`src/rtl/fp_unit_sequencer.sv`:
```
// Issues buffered float operands one at a time to a multi-cycle unit and returns results on a
// valid/ready stream; no issue unless the output register is free, so results never back up into the unit.
module fp_unit_sequencer #(
  parameter int          FIFO_DEPTH   = 4,
  parameter int          UNIT_LATENCY = 17,
  parameter int          TIMEOUT      = 32,
  parameter logic [31:0] NAN_VALUE    = 32'h7FC00000
) (
  input  logic        clock,
  input  logic        reset_n,
  input  logic        in_valid,
  output logic        in_ready,
  input  logic [31:0] in_data,
  output logic        out_valid,
  input  logic        out_ready,
  output logic [31:0] out_data,
  output logic        out_timeout,
  output logic        unit_clk_en,
  output logic [31:0] unit_dataa,
  input  logic [31:0] unit_result,
  input  logic        unit_done,
  output logic        busy
);
  localparam int AW = $clog2(FIFO_DEPTH);
  localparam int CW = AW + 1;
  localparam int TW = $clog2(TIMEOUT + 1);
  localparam int FW = $clog2(UNIT_LATENCY + 2);
  localparam logic [CW-1:0] DEPTH      = CW'(FIFO_DEPTH);
  localparam logic [TW-1:0] TIMER_LAST = TW'(TIMEOUT - 1);
  localparam logic [FW-1:0] FLUSH_LEN  = FW'(UNIT_LATENCY + 1);

  typedef enum logic [1:0] {FLUSH, IDLE, BUSY} state_t;

  state_t        state;
  logic [31:0]   mem [FIFO_DEPTH];
  logic [AW-1:0] wr_ptr;
  logic [AW-1:0] rd_ptr;
  logic [CW-1:0] count;
  logic [TW-1:0] timer;
  logic [FW-1:0] flush_cnt;
  logic          push;
  logic          pop;

  assign in_ready = reset_n && (count != DEPTH);
  assign push     = in_valid && in_ready;
  // Issue only when the result register is guaranteed free by the time the unit finishes.
  assign pop      = (state == IDLE) && (count != '0) && (!out_valid || out_ready);
  assign busy     = (state != IDLE);

  always_ff @(posedge clock) begin
    if (push) mem[wr_ptr] <= in_data;
  end

  always_ff @(posedge clock) begin
    if (!reset_n) begin
      state       <= FLUSH;
      flush_cnt   <= FLUSH_LEN;
      timer       <= '0;
      wr_ptr      <= '0;
      rd_ptr      <= '0;
      count       <= '0;
      unit_clk_en <= 1'b0;
      unit_dataa  <= '0;
      out_valid   <= 1'b0;
      out_data    <= '0;
      out_timeout <= 1'b0;
    end else begin
      if (push) wr_ptr <= wr_ptr + AW'(1);
      if (pop)  rd_ptr <= rd_ptr + AW'(1);
      count <= count + CW'(push) - CW'(pop);
      if (out_valid && out_ready) out_valid <= 1'b0;

      case (state)
        FLUSH: begin
          // The unit has no reset; wait out any operation it may still be finishing.
          unit_clk_en <= 1'b0;
          if (flush_cnt <= FW'(1)) begin
            flush_cnt <= '0;
            state     <= IDLE;
          end else begin
            flush_cnt <= flush_cnt - FW'(1);
          end
        end
        IDLE: begin
          if (pop) begin
            unit_dataa  <= mem[rd_ptr];
            unit_clk_en <= 1'b1;
            timer       <= '0;
            state       <= BUSY;
          end
        end
        BUSY: begin
          if (unit_done) begin
            out_data    <= unit_result;
            out_valid   <= 1'b1;
            out_timeout <= 1'b0;
            unit_clk_en <= 1'b0;
            state       <= IDLE;
          end else if (timer == TIMER_LAST) begin
            out_data    <= NAN_VALUE;
            out_valid   <= 1'b1;
            out_timeout <= 1'b1;
            unit_clk_en <= 1'b0;
            flush_cnt   <= FLUSH_LEN;
            state       <= FLUSH;
          end else if (timer != '1) begin
            timer <= timer + TW'(1);
          end
        end
        default: begin
          unit_clk_en <= 1'b0;
          flush_cnt   <= FLUSH_LEN;
          state       <= FLUSH;
        end
      endcase
    end
  end
endmodule

```
`config.mk`:
```
export PLATFORM = sky130hd
export DESIGN_NAME = fp_unit_sequencer
export DESIGN_NICKNAME = d
export VERILOG_FILES = /design/src/rtl/fp_unit_sequencer.sv
export SDC_FILE = /design/constraint.sdc
export NUM_CORES = 1
export LEC_CHECK = 0
export CAP_MARGIN = 20
export CELL_PAD_IN_SITES_DETAIL_PLACEMENT = 0
export CELL_PAD_IN_SITES_GLOBAL_PLACEMENT = 1
export CORE_MARGIN = 2
export CORE_UTILIZATION = 39
export CTS_CLUSTER_SIZE = 24
export DETAILED_ROUTE_END_ITERATION = 10
export PLACE_DENSITY_LB_ADDON = 0.15
export SYNTH_ARGS = -nofsm -noshare
export SYNTH_HDL_FRONTEND = slang
export SYNTH_SLANG_ARGS = --single-unit
export TNS_END_PERCENT = 50
```
`constraint.sdc`:
```
create_clock -name clock -period 2.4 [get_ports clock]
set_input_delay 0.48 -clock clock [delete_from_list [all_inputs] [get_ports clock]]
set_output_delay 0.48 -clock clock [all_outputs]
set_load 0.02 [all_outputs]
```
Yosys cells after proc, flatten, opt, wreduce, memory -nomap -nowiden --
Memories as Yosys holds them, arrays and structs flattened. A register that Yosys moved wholly into a read port is not among the register bits. Index checks and enable logic that the tools add are counted.
Word-level totals: register bits 55, RAM bits 128, input port bits 69, output and inout port bits 69, word-level logic and storage cells 78, memories kept 1
Memory list:
- mem | depth 4, bits a word 32, rd ports 1, clocked after memory_dff 1, wr ports 1, line 35 | logic [31:0] mem [FIFO_DEPTH];
Operators by class: add/sub/neg operators 6, $lt $le $gt $ge 1, equality and inequality tests 13, muxes and demuxes 28, bitwise logic cells 1, reduce and logical (&&, ||, !) cells 18
Operators by type and width (count):
- $mux W32 | 2
- $mux W6 | 4
- $mux W5 | 3
- $pmux W5 S3 | 1
- $ne A2 B2 Y1 const B | 6
- $pmux W6 S2 | 1
- $mux W1 | 11
- $mux W2 | 4
- $add A6 B1 Y6 const B | 1
- $eq A6 B5 Y1 const B | 1
- $ne A3 B3 Y1 const B | 2
- $ne A6 B6 Y1 const B | 1
- $pmux W2 S3 | 1
- $reduce_and A2 Y1 | 3
- $reduce_and A3 Y1 | 2
- $le A5 B1 Y1 const B | 1
- $logic_and A1 B1 Y1 | 5
- $reduce_and A5 Y1 | 1
- $sub A5 B1 Y5 const B | 1
- $add A2 B1 Y2 const B | 2
- $reduce_bool A2 Y1 | 2
- $add A3 B1 Y3 | 1
- $reduce_bool A3 Y1 | 1
- $sub A3 B1 Y3 | 1
- 8 further kinds | 9

Logic depth before layout (Yosys ltp) --
depth after elaboration 5, depth in mapped cells 14

Worst setup path after synthesis --
Ideal clock, no wire load.
path kind reg2reg, start register count[2], end register count[2], setup time 0.128 ns, data arrival time 2.342 ns, data required time 2.272 ns, setup slack -0.070 ns, stages on the path, launching flop included 14, buffers on the path 2, path through dfxtp_1 or3_4 nand3_2 inv_2 buf_6 buf_2 ha_1 inv_1 ha_1 inv_1 fa_1 xor2_1 xnor2_1 nor2_1
On the way: elaborated cells on any way between the ends 8, classes of those cells 2 x add/sub; 1 x eq/ne; 5 x reduce/logical
RTL lines:
- start: declaration | line 38 | logic [CW-1:0] count;
- start signal: assignment | line 70 | count <= count + CW'(push) - CW'(pop);
- $reduce_bool A3 Y1 | line 47 | assign pop = (state == IDLE) && (count != '0) && (!out_valid || out_ready);
- $logic_and A1 B1 Y1 (2 in series) | line 47
- via pop | line 42 | logic pop;
- $sub A3 B1 Y3 | line 70
The timed path passes the listed nets, and every way through them passes these cells. A chain may end at the register's enable or synchronous reset.

Worst setup path in the final report --
start register state[0], end output busy
On the way: cells in the longest elaborated chain, start to end 1
Ends and longest elaborated chain:
- start: declaration | line 34 | state_t state;
- start signal: assignment | line 56 | state <= FLUSH;
- start signal: assignment | line 79 | state <= IDLE;
- start signal: assignment | line 89 | state <= BUSY;
- $ne A2 B1 Y1 | line 48 | assign busy = (state != IDLE);
- end: declaration | line 22 | output logic busy
Every way passes these cells.

==> flow_summary_export.csv <==
group,metric,value,unit
outcome,outcome,"completed",
yosys,synthSimpleGateAreaFrac,0.0688,
timing,clock.fmax,436,MHz
clocking,ctsRootBufferMaster,"clkbuf_16",
floorplan,rows,52,
worst_setup_path,r2r_end,"count[2]",
clocking,cts_buffers,24,
grt,grt_max_degree,48,
floorplan,pin_count,138,
drt,drc,0,
final_layout,final_cell_count_no_fill,971,
yosys,synth_cells,528,
yosys,ys_ff_latch,215,
floorplan,die_area,21600,um^2
clocking,cts_tree,"yes",
timing,hold_violations,0,
worst_setup_path,reg2regPathDepth,11,
yosys,netlist_area,7960,um^2
floorplan,initial_core_util,0.395,
place,dp_hpwl,10400,um
timing,worstMarginPinSlew,0.598,ns
yosys,synthAdderAreaFrac,0.0167,
drt,vias,4901,
drt,final_antenna_net_count,0,
place,placed_cell_area,9780,um^2
final_layout,fin_nets,763,
timing,drv_slew,0,
drt,drtIter0Drc,227,
yosys,syn_nets,607,
timing,rsz0062_at_grt,"no",
clocking,clkTransAtPathRegs,0.05,ns
final_layout,register_area,5590,um^2
final_layout,area_growth,31.6,%
drt,viasPerCell,5.05,
worst_setup_path,crit_type,"reg2out",
worst_setup_path,path_max_fanout,5,
timing,setup_violations,0,
worst_setup_path,crit_required,1.92,ns
final_layout,fillers,1703,
final_layout,design_area,10500,um^2
final_layout,drive_gt1_frac,0.155,
min_path,hold_class,"reg2reg",
grt,grt-ovfl-total,0,
yosys,ys_warn_count,0,
grt,antenna_found_initial,0,
yosys,synth.area.mux_share,0.0930,
power,cellInternalPower,6.33,mW
job,maxCapViolations,0,
power,combPwrFrac,0.094,
power,power_density,777,nW/um^2
clocking,insertion_delay,0.52,ns
final_layout,multi_input_area,2190,um^2
worst_setup_path,worstPathArrival,1.81,ns
timing,layout_min_cycle_time,2.29,ns
yosys,synth_compound_area_frac,0.0870,
clocking,cts.sinks,215,
worst_setup_path,startpoint,"state[0]",
yosys,synth-seq-area-share,0.701,
power,clkPwrFrac,0.395,
place,place.gp.congestion,0.724,
min_path,holdCritStartpoint,"unit_dataa[7]",
clocking,htree_num_levels,1,
timing,setup_tns,0,ns
floorplan,die_width,147,um
grt,first_global_vias,5096,
drt,drt_wl_total,17100,um
floorplan,die-height,147,um
yosys,synth.distinct_cells,46,
yosys,synth-xor-area-share,0.00770,
final_layout,fin_util,0.520,
worst_setup_path,rrSetupSlack,0.16,ns
timing,finClkSkew,0.0207,ns
worst_setup_path,rr_startpoint,"count[1]",
final_layout,antennaDiodeCount,0,
yosys,avgSynthCellArea,15.1,um^2
place,dp_cells,927,
timing,max_slew_margin,0.601,
worst_setup_path,critPathLaunchType,"flop",
worst_setup_path,endpoint,"busy",
yosys,synth_top_family_by_area,"multiplexers",
timing,period_share,0.956,
place,numPortBuffers,137,
drt,wl_per_cell,17.6,um
grt,grt_pass1_wl,27400,um
power,peakVddDrop,0.451,mV
power,p_leak,3.50,nW
grt,grt_usage,0.160,
floorplan,core,20200,um^2
power,seqPwrFrac,0.511,
drt,drtPass1Iterations,4,
clocking,hold_buffers,0,
clocking,cts_buffer_depth,3,
worst_setup_path,cp-end-kind,"output pin",
power,swShare,0.223,
power,switchingPower,1.81,mW
Yosys cell counts (all sizes together):
master | n | area [um^2]
and2b | 1 | 7.51
o21bai | 2 | 15.0
xor2 | 2 | 17.5
edfxtp | 128 | 3840
nand4 | 4 | 25.0
nor3b | 1 | 7.51
fa | 1 | 20.0
xnor2 | 5 | 43.8
o31ai | 1 | 7.51
mux4 | 32 | 721
o21ai | 8 | 40.0
o221a | 9 | 101
and2 | 6 | 37.5
a22o | 23 | 201
o211a | 2 | 20.0
nor2b | 1 | 8.76
dfxtp | 87 | 1740
or2 | 1 | 6.26
and4 | 1 | 8.76
nand2b | 3 | 26.3
nor2 | 9 | 33.8
o2111ai | 2 | 23.8
nand2 | 68 | 255
a21oi | 47 | 235
clkbuf | 11 | 41.3
inv | 14 | 52.6
or3 | 8 | 55.1
nor3 | 5 | 25.0
ha | 9 | 113
a211oi | 3 | 27.5
o41ai | 1 | 8.76
nand3 | 8 | 45.0
mux2i | 2 | 20.0
a31oi | 2 | 12.5
and3 | 1 | 6.26
buf | 20 | 109
worst min-delay path by stage:
stage	end	slack, ns	depth (start not counted)
after detailed placement	unit_dataa[27]	0.45	2
after global placement	unit_dataa[29]	0.45	2
after CTS	unit_dataa[27]	0.46	2
final	unit_dataa[7]	0.45	2
after global routing	unit_dataa[23]	0.47	2
after floorplan	flush_cnt[4]	0.46	2
stage by stage:
stage	setup WS [ns]	hold slack (ns)	total power, mW
floorplan	0.0114	0.459	4.67
global placement	-0.205	0.445	5.00
detailed placement	-0.267	0.448	5.02
CTS	0.00394	0.455	8.25
global route	0.0395	0.475	8.50
finish	0.107	0.453	8.15
final cells by class:
class / count / share of cell area
clock buffer: 40 / 0.0630
clock inverter: 3 / 0.00239
inverter: 14 / 0.00501
multi-input combinational: 268 / 0.209
sequential: 215 / 0.533
tap: 270 / 0.0322
timing repair buffer: 161 / 0.155
sequential cells by signal, indices dropped and copies added (netlist names):
name and flops:
count 3, flush_cnt 5, mem 128, out_data 32, out_timeout 1, out_valid 1, rd_ptr 2, state 2
timer 6, unit_clk_en 1, unit_dataa 32, wr_ptr 2
repair_timing:
action | in CTS | in global routing
endpoints found under the setup margin | 0 | 1
resized for setup | 0 | 1
setup buffers | 0 | 0
critical path, stage by stage, from the launching register on:
cell             delay (ns)
dfxtp_1                0.31
nor2b_2                0.18
inv_1                  0.18
clkdlybuf4s50_1        0.65
logic make-up after synthesis:
family                   count (synthesis)
flip-flops                             215
buffers and inverters                   45
adder cells (fa/ha/maj)                 10
XOR/XNOR                                 7
multiplexers                            34
AND/OR/NAND/NOR                        117
AO/OA/AOI/OAI                          100
metal layers:
layer	GRT usage	wire length (um)	vias up
met5	0	0	-
met4	0.0389	221	0
met3	0.0345	982	21
met2	0.279	8490	139
met1	0.204	7370	2434
li1	-	-	2307
power groups by stage:
stage               sequential, mW  clock, mW  combinational (mW)
floorplan                     4.25          0               0.430
global placement              4.23          0               0.768
detailed placement            4.24          0               0.779
CTS                           4.16       3.31               0.782
global route                  4.18       3.46               0.854
finish                        4.16       3.22               0.770
placed cells by master (no fill, tap or decap), drive strengths merged, types with 2 or more instances in the layout:
cell           instances
o221a                  9
and2                   6
o211a                  2
nor2                   9
nor3                   5
inv                   14
clkdlybuf4s50        136
edfxtp               128
a31oi                  2
nand4                  4
nand3                  8
xnor2                  5
a22o                  23
dfxtp                 87
mux2i                  2
clkbuf                40
o21bai                 2
a211oi                 3
a21oi                 47
nand2                 68
mux4                  32
clkinv                 3
or3                    8
xor2                   2
o21ai                  8
ha                     9
o2111ai                2
nand2b                 3
buf                   24
No activity file was read; power rests on OpenSTA's default activity.
